==> config.mk <==
export PLATFORM = sky130hd
export DESIGN_NAME = axistream_forwarder
export DESIGN_NICKNAME = d
export VERILOG_FILES = /design/src/rtl/axistream_forwarder_pkg.sv /design/src/rtl/axistream_forwarder_fifo.sv /design/src/rtl/axistream_forwarder.sv
export SDC_FILE = /design/constraint.sdc
export NUM_CORES = 1
export LEC_CHECK = 0
export BUFFER_PORTS_ARGS = -buffer_cell sky130_fd_sc_hd__clkbuf_2
export CORE_ASPECT_RATIO = 2
export CORE_MARGIN = 2
export CORE_UTILIZATION = 50
export DETAILED_ROUTE_END_ITERATION = 8
export PLACE_DENSITY = 0.83
export SYNTH_ARGS = -nofsm -noshare
export SYNTH_HDL_FRONTEND = slang
export SYNTH_SLANG_ARGS = --single-unit
export TNS_END_PERCENT = 50
==> constraint.sdc <==
create_clock -name clk -period 18.05 [get_ports clk]
set_input_delay 0.9025 -clock clk [delete_from_list [all_inputs] [get_ports clk]]
set_output_delay 0.9025 -clock clk [all_outputs]
set_load 0.005 [all_outputs]
==> src/rtl/axistream_forwarder_pkg.sv <==
// ---------------------------------------------------------------------------
// axistream_forwarder_pkg
// Constants shared by the capture (snooper) and transmit (forwarder) sides of
// the packet memory, plus the forwarder FSM state encoding.
//   AXIS_DATA_WIDTH  : default AXIS TDATA / packet memory read width in bits
//   PMEM_ADDR_WIDTH  : packet memory address width (32-bit word addresses)
//   PMEM_RD_LATENCY  : cycles from rd_en to valid rd_data
//   fwdState_t       : forwarder FSM states
// ---------------------------------------------------------------------------
package axistream_forwarder_pkg;

   localparam int AXIS_DATA_WIDTH = 64;
   localparam int PMEM_ADDR_WIDTH = 10;
   localparam int PMEM_RD_LATENCY = 1;

   typedef enum logic [1:0] {
      ST_IDLE  = 2'd0,
      ST_FETCH = 2'd1,
      ST_FLUSH = 2'd2,
      ST_DONE  = 2'd3
   } fwdState_t;

endpackage

==> src/rtl/axistream_forwarder_fifo.sv <==
// ---------------------------------------------------------------------------
// axis_out_fifo2
// Two-entry register FIFO that decouples packet memory read data from the
// AXIS master port. The head entry is driven straight from storage registers
// so the AXIS outputs never depend combinationally on the memory read data.
//   clk, rst  : clock, asynchronous active-high reset (clears storage too)
//   push_i    : write wrData_i this cycle
//   pop_i     : remove the head entry this cycle
//   wrData_i  : entry to write
//   rdData_o  : head entry
//   count_o   : number of valid entries (0..2)
//   full_o    : two entries held
//   empty_o   : no entries held
// ---------------------------------------------------------------------------
module axis_out_fifo2 #(
   parameter int WIDTH = 73
) (
   input  logic             clk,
   input  logic             rst,
   input  logic             push_i,
   input  logic             pop_i,
   input  logic [WIDTH-1:0] wrData_i,
   output logic [WIDTH-1:0] rdData_o,
   output logic [1:0]       count_o,
   output logic             full_o,
   output logic             empty_o
);

   logic [WIDTH-1:0] mem_q [2];
   logic             wrPtr_q;
   logic             rdPtr_q;
   logic [1:0]       count_q;
   logic             doPush;
   logic             doPop;

   assign full_o   = (count_q == 2'd2);
   assign empty_o  = (count_q == 2'd0);
   assign count_o  = count_q;
   assign rdData_o = mem_q[rdPtr_q];

   // A push into a full FIFO is only legal when the head leaves the same cycle.
   assign doPop  = pop_i & ~empty_o;
   assign doPush = push_i & (~full_o | doPop);

   // Storage, pointers and occupancy; simultaneous push and pop keep the count.
   always_ff @(posedge clk or posedge rst) begin
      if (rst) begin
         mem_q[0] <= '0;
         mem_q[1] <= '0;
         wrPtr_q  <= 1'b0;
         rdPtr_q  <= 1'b0;
         count_q  <= 2'd0;
      end else begin
         if (doPush) begin
            mem_q[wrPtr_q] <= wrData_i;
            wrPtr_q        <= ~wrPtr_q;
         end
         if (doPop) begin
            rdPtr_q <= ~rdPtr_q;
         end
         case ({doPush, doPop})
            2'b10:   count_q <= count_q + 2'd1;
            2'b01:   count_q <= count_q - 2'd1;
            default: count_q <= count_q;
         endcase
      end
   end

endmodule

==> src/rtl/axistream_forwarder.sv <==
// ---------------------------------------------------------------------------
// axistream_forwarder
// Transmit side of the packet memory: reads one stored packet and sends it on
// an AXI Stream master port, honouring TREADY backpressure, then pulses done.
// Addresses count 32-bit words, matching the capture path's layout.
//   clk, rst   : clock, asynchronous active-high reset
//   pkt_ready  : packet memory holds a complete packet (sampled in IDLE only)
//   pkt_len    : packet length in bytes, valid while pkt_ready is high
//   rd_addr    : packet memory read address (32-bit word units)
//   rd_en      : read strobe, rd_data valid one cycle later
//   rd_data    : packet memory read data
//   done       : one-cycle pulse once the whole packet has been sent
//   TDATA/TKEEP/TVALID/TREADY/TLAST : AXIS master port
// ---------------------------------------------------------------------------
module axistream_forwarder
   import axistream_forwarder_pkg::*;
#(
   parameter int DATA_WIDTH = AXIS_DATA_WIDTH,
   parameter int ADDR_WIDTH = PMEM_ADDR_WIDTH
) (
   input  logic                    clk,
   input  logic                    rst,
   input  logic                    pkt_ready,
   input  logic [ADDR_WIDTH+1:0]   pkt_len,
   output logic [ADDR_WIDTH-1:0]   rd_addr,
   output logic                    rd_en,
   input  logic [DATA_WIDTH-1:0]   rd_data,
   output logic                    done,
   output logic [DATA_WIDTH-1:0]   TDATA,
   output logic [DATA_WIDTH/8-1:0] TKEEP,
   output logic                    TVALID,
   input  logic                    TREADY,
   output logic                    TLAST
);

   localparam int BPB  = DATA_WIDTH / 8;
   localparam int STEP = DATA_WIDTH / 32;
   localparam int CW   = ADDR_WIDTH + 2;
   localparam int KW   = $clog2(BPB);
   localparam int EW   = DATA_WIDTH + BPB + 1;

   fwdState_t             state_q;
   logic [CW-1:0]         beats_q;
   logic [CW-1:0]         readCnt_q;
   logic [ADDR_WIDTH-1:0] addr_q;
   logic [BPB-1:0]        lastKeep_q;
   logic                  inFlight_q;
   logic                  inFlightLast_q;
   logic [BPB-1:0]        inFlightKeep_q;
   logic                  done_q;

   logic [CW-1:0]         beats_d;
   logic [BPB-1:0]        lastKeep_d;
   logic [KW-1:0]         lenRem;
   logic [EW-1:0]         fifoHead;
   logic [1:0]            fifoCount;
   logic                  fifoFull;
   logic                  fifoEmpty;
   logic                  fifoPop;
   logic [2:0]            occupancy;
   logic                  creditOk;
   logic                  isLastRead;
   logic                  drained;

   // Words returned by the memory are tagged with the keep/last computed when
   // the read was issued, so the FIFO carries complete beats.
   axis_out_fifo2 #(
      .WIDTH (EW)
   ) u_fifo (
      .clk      (clk),
      .rst      (rst),
      .push_i   (inFlight_q),
      .pop_i    (fifoPop),
      .wrData_i ({inFlightLast_q, inFlightKeep_q, rd_data}),
      .rdData_o (fifoHead),
      .count_o  (fifoCount),
      .full_o   (fifoFull),
      .empty_o  (fifoEmpty)
   );

   assign {TLAST, TKEEP, TDATA} = fifoHead;
   assign TVALID  = ~fifoEmpty;
   assign fifoPop = TVALID & TREADY;
   assign done    = done_q;
   assign rd_addr = addr_q;

   // Beat count is ceil(len / BPB); the last beat keeps only the remainder bytes.
   assign lenRem  = pkt_len[KW-1:0];
   assign beats_d = CW'(pkt_len[CW-1:KW]) + CW'(|lenRem);

   always_comb begin
      lastKeep_d = '0;
      for (int i = 0; i < BPB; i++) begin
         lastKeep_d[i] = (lenRem == '0) || (KW'(i) < lenRem);
      end
   end

   // Credit: buffered plus in-flight words never exceed the two FIFO slots.
   // A head leaving this cycle frees its slot, which keeps one beat per cycle
   // flowing when TREADY stays high.
   assign occupancy  = 3'(fifoCount) + 3'(inFlight_q);
   assign creditOk   = (occupancy < 3'd2) || (fifoPop && (occupancy == 3'd2));
   assign rd_en      = (state_q == ST_FETCH) && creditOk;
   assign isLastRead = (readCnt_q == beats_q - CW'(1));

   // The FIFO is empty after this edge with nothing left to arrive, so done
   // can follow the TLAST transfer by a single cycle.
   assign drained = !inFlight_q && (fifoEmpty || (!fifoFull && fifoPop));

   // Control FSM, address/beat counters and in-flight read tracking.
   always_ff @(posedge clk or posedge rst) begin
      if (rst) begin
         state_q        <= ST_IDLE;
         beats_q        <= '0;
         readCnt_q      <= '0;
         addr_q         <= '0;
         lastKeep_q     <= '0;
         inFlight_q     <= 1'b0;
         inFlightLast_q <= 1'b0;
         inFlightKeep_q <= '0;
         done_q         <= 1'b0;
      end else begin
         inFlight_q <= rd_en;
         if (rd_en) begin
            inFlightLast_q <= isLastRead;
            inFlightKeep_q <= isLastRead ? lastKeep_q : '1;
         end
         done_q <= 1'b0;
         case (state_q)
            ST_IDLE: begin
               if (pkt_ready) begin
                  if (pkt_len != '0) begin
                     beats_q    <= beats_d;
                     lastKeep_q <= lastKeep_d;
                     readCnt_q  <= '0;
                     addr_q     <= '0;
                     state_q    <= ST_FETCH;
                  end else begin
                     done_q  <= 1'b1;
                     state_q <= ST_DONE;
                  end
               end
            end
            ST_FETCH: begin
               if (rd_en) begin
                  addr_q    <= addr_q + ADDR_WIDTH'(STEP);
                  readCnt_q <= readCnt_q + CW'(1);
                  if (isLastRead) begin
                     state_q <= ST_FLUSH;
                  end
               end
            end
            ST_FLUSH: begin
               if (drained) begin
                  done_q  <= 1'b1;
                  state_q <= ST_DONE;
               end
            end
            default: begin
               state_q <= ST_IDLE;
            end
         endcase
      end
   end

endmodule

==> results.txt <==
The flow ran to the end, and the final reports show no timing, DRC or antenna violations. Among all flip-flop cells after synthesis, the most frequent one is sky130_fd_sc_hd__dfrtp_1. The number of max-cap violations is 0. Path class of the lowest-slack min-delay path: reg2reg.

Setup repair after global routing left no endpoint under its margin. The post-synthesis cell count was 757; the iteration-0 DRC count of the detailed router was 183. In the final layout, the multi-input gates occupy 4190 sq um. In this run, synthesis inferred 0 flip-flops with an integrated enable. The sequential fraction of the synthesis area is 53.5%, and the latest clock arrival within the worst-skew pair is 0.48 ns. After detailed routing, the number of vias per cell comes to 5.62.

The first detailed-routing pass took 4 iterations. The mapped netlist covers 9460 sq um. For the post-route met1 wirelength, the log shows 7130 um.

In the final layout, flip-flops and latches occupy 5060 sq um. The worst setup path is captured at a primary output. In this run the biggest area consumer among cell types represents 53.5% of the synthesized area. The sort of element at the start of the critical path was a flip-flop. The wire length of the first global-routing pass is 31,900 um. In the final timing run, aggregate negative setup slack is 0 ns. After detailed routing, the total wire length is 19,900 um. The run gives 3 as the maximum count of clock buffers along a single path.

The via count was 6,363; the die footprint was 20,100 sq um. The count of synthesis-stage warnings from yosys was 0; the number of buffers inserted for hold repair after clock tree synthesis was 0. After detailed placement, the design holds a cell count of 1,100. The met3 wire length came out at 865 um. The via count of the first global-routing pass was 6,558; the fmax was 302 MHz. The post-cts repair resize count is 0. The power density normalized to cell area works out to 176 nW/um^2.

Along the worst path, the maximum fanout reaches 23. The net count of the finished layout is 995. The count of buffers inserted at the top-level ports was 164; the relative slew slack was 28.7%. The number of antenna violations at the first check in global routing is 0.

The post-route antenna net violation count was 0. Counting flops and latches in the post-synthesis netlist gives 202. The total inserted antenna cells is 0, and the number of setup buffers added after CTS is 0.

The floorplan step set the die width to 101 um. At the end of routability-driven placement, the weighted congestion stood at 0.905. The tools report the leakage power as 0.00488 uW. In the post-synthesis netlist, the biggest area contributors are sky130_fd_sc_hd__dfrtp_1 (53%), sky130_fd_sc_hd__mux2_2 (26%), sky130_fd_sc_hd__nor2_1 (1.8%), sky130_fd_sc_hd__ha_1 (1.7%), sky130_fd_sc_hd__clkbuf_1 (1.5%). For this run, design rule violations remaining after detail routing come to 0. At the worst endpoint, the arrival time is 2.41 ns. For the pin with the worst max-slew slack, the measured transition is 1.07 ns. The sink count of the clock tree is 202. Measured along the y axis, the die boundary spans 198 um. The H-tree depth is 1, and the maximum clock skew at final layout is 0.0120 ns.

The number of setup violations in the final report was 0. The global-route total usage across every layer is 19.7%. Fill cells in the final layout number 1,505. Clock tree synthesis inserted a total of 19 buffers. Compared with the post-synthesis result, the final layout area differs by 16.3%. The finished layout holds 1,132 standard cells, fillers aside. The post-synthesis async set-or-reset flop share works out to 100%. The portion of the clock cycle consumed by the worst path in the final layout works out to 18.3%. Highest metal layer with signal wires: met4. The tools report the remaining global-route overflow as 0. IR analysis of the VDD net gives a maximum drop of 0.0889 mV. The tools report the number of failing hold endpoints at the final stage as 0. The region available for standard cell placement spans 18,700 sq um. The post-synthesis average cell area is 12.5 sq um. The tools report the root buffer cell as sky130_fd_sc_hd__clkbuf_16.

Data on the critical path is required at its endpoint by 17.15 ns. In the final routed layout, each cell accounts on average for 17.5 um. After clock tree synthesis, the clock-pin slew on the worst setup and hold paths is 0.06 ns. The final period demand of the worst path is 3.31 ns. The final core area utilization is 58.9%. The HPWL after detailed placement is 13,500 um. Once the floorplan was initialized, standard cells occupied 50.7% of the core. The total count of max-transition violations in the final report was 0. 166 I/O pins were placed.

The critical path class is reg2out. The floorplan has 71 rows. The maximum number of pins on one net before global-route repair is 134. The fraction of layout cells with a size suffix above 1 came out at 47.1%.

Cell type with the highest aggregate area in the netlist: sky130_fd_sc_hd__dfrtp_1. For the distinct cell type count of the synthesized netlist, the log shows 49. Counting every net in the synthesized netlist gives 850.

The tools report the routed wire length on met2 as 11,100 um. TritonCTS built the clock tree.
[logic make-up (layout without fill, tap and decap cells)]
family,Yosys count,after routing,share of synthesized area [%]
mux,224,224,26.6
buf+inv,57,213,2.40
fa+ha+maj,13,13,1.72
other cells,1,1,0.0397
compound gates,90,90,6.05
flops,202,202,53.5
simple gates,144,144,7.30
xor+xnor,26,26,2.41
[final timing paths]
kind	from	end	depth (start not counted)	slack (ns)
setup / recovery	state_q[1]$_DFFE_PP0P_	rd_en	6	14.74
hold / removal	lastKeep_q[0]$_DFFE_PP0P_	lastKeep_q[0]$_DFFE_PP0P_	1	0.48
setup reg to reg	u_fifo.count_o[0]$_DFFE_PP0P_	rd_addr[8]$_DFFE_PP0P_	8	15.10
hold reg to reg	lastKeep_q[0]$_DFFE_PP0P_	lastKeep_q[0]$_DFFE_PP0P_	1	0.48
max in group asynchronous	rst	u_fifo.mem_q[63]$_DFFE_PP0P_	3	16.03
min in group asynchronous	rst	u_fifo.mem_q[30]$_DFFE_PP0P_	2	0.63
[final cells by class]
type / count / area share (%)
Inverter: 14 / 0.546
Sequential cell: 202 / 46.0
Tap cell: 219 / 2.49
Multi-Input combinational cell: 498 / 38.1
Timing Repair Buffer: 167 / 7.67
Clock buffer: 29 / 5.03
Clock inverter: 3 / 0.137
[cells in the final DEF, fill, tap and decap left out, types with 4 or more instances in the layout]
| master | count |
|---|---|
| sky130_fd_sc_hd__nor2_1 | 45 |
| sky130_fd_sc_hd__nor3_1 | 15 |
| sky130_fd_sc_hd__clkbuf_8 | 4 |
| sky130_fd_sc_hd__clkbuf_16 | 19 |
| sky130_fd_sc_hd__inv_1 | 13 |
| sky130_fd_sc_hd__nor4_1 | 4 |
| sky130_fd_sc_hd__dfrtp_1 | 201 |
| sky130_fd_sc_hd__a31oi_1 | 6 |
| sky130_fd_sc_hd__o21ai_0 | 28 |
| sky130_fd_sc_hd__o31ai_1 | 11 |
| sky130_fd_sc_hd__mux2_2 | 220 |
| sky130_fd_sc_hd__clkbuf_1 | 6 |
| sky130_fd_sc_hd__mux2i_1 | 4 |
| sky130_fd_sc_hd__and3_1 | 9 |
| sky130_fd_sc_hd__xor2_1 | 10 |
| sky130_fd_sc_hd__ha_1 | 13 |
| sky130_fd_sc_hd__a21oi_1 | 24 |
| sky130_fd_sc_hd__or2_2 | 5 |
| sky130_fd_sc_hd__nand2_1 | 31 |
| sky130_fd_sc_hd__xnor2_1 | 16 |
| sky130_fd_sc_hd__nand3_1 | 19 |
| sky130_fd_sc_hd__clkbuf_2 | 164 |
[report_power, final]
part	switching, uW	total, uW	internal [uW]	leakage [uW]
Combinational	328	763	435	0.00220
Clock	164	374	211	0.000282
Sequential	146	793	647	0.00239
Total	637	1930	1290	0.00488
[per-stage QoR]
step	hold WS [ns]	power [uW]	area, sq um	setup WS [ns]
4_1_cts	0.483	1950	11000	14.73
3_3_place_gp	0.467	1540	10400	14.91
3_5_place_dp	0.469	1570	10400	14.85
2_1_floorplan	0.441	1300	9460	11.64
5_1_grt	0.517	2060	11000	14.50
6_report	0.484	1930	11000	14.74
[registers in the layout, indices dropped and copies added, names as in the netlist]
| name | flops |
|---|---|
| inFlight_q | 1 |
| u_fifo.mem_q | 146 |
| inFlightKeep_q | 8 |
| u_fifo.rdPtr_q | 1 |
| rd_addr | 9 |
| inFlightLast_q | 1 |
| u_fifo.wrPtr_q | 1 |
| lastKeep_q | 8 |
| done | 1 |
| state_q | 2 |
| readCnt_q | 12 |
| u_fifo.count_o | 2 |
| beats_q | 10 |
[Yosys cell counts (3+ instances only)]
cell,number
sky130_fd_sc_hd__a211oi_1,3
sky130_fd_sc_hd__a21oi_1,24
sky130_fd_sc_hd__a31oi_1,6
sky130_fd_sc_hd__and3_1,9
sky130_fd_sc_hd__clkbuf_1,38
sky130_fd_sc_hd__dfrtp_1,202
sky130_fd_sc_hd__ha_1,13
sky130_fd_sc_hd__inv_1,14
sky130_fd_sc_hd__mux2_2,220
sky130_fd_sc_hd__mux2i_1,4
sky130_fd_sc_hd__nand2_1,32
sky130_fd_sc_hd__nand3_1,19
sky130_fd_sc_hd__nor2_1,46
sky130_fd_sc_hd__nor3_1,15
sky130_fd_sc_hd__nor4_1,4
sky130_fd_sc_hd__o21a_1,3
sky130_fd_sc_hd__o21ai_0,28
sky130_fd_sc_hd__o31ai_1,11
sky130_fd_sc_hd__or2_2,5
sky130_fd_sc_hd__xnor2_1,16
sky130_fd_sc_hd__xor2_1,10
[critical path: stages, from the launching register on]
cell	delay, ns
sky130_fd_sc_hd__dfrtp_1	0.40
sky130_fd_sc_hd__inv_1	0.10
sky130_fd_sc_hd__ha_1	0.43
sky130_fd_sc_hd__inv_1	0.45
sky130_fd_sc_hd__nor2_1	0.20
sky130_fd_sc_hd__buf_4	0.20
sky130_fd_sc_hd__clkbuf_2	0.15
[metal layers]
metal	global-route usage, %	vias up
li1	-	2976
met1	21.0	3168
met2	37.5	177
met3	2.64	42
met4	8.51	0
met5	0	-
No activity file was read; power rests on OpenSTA's default activity.
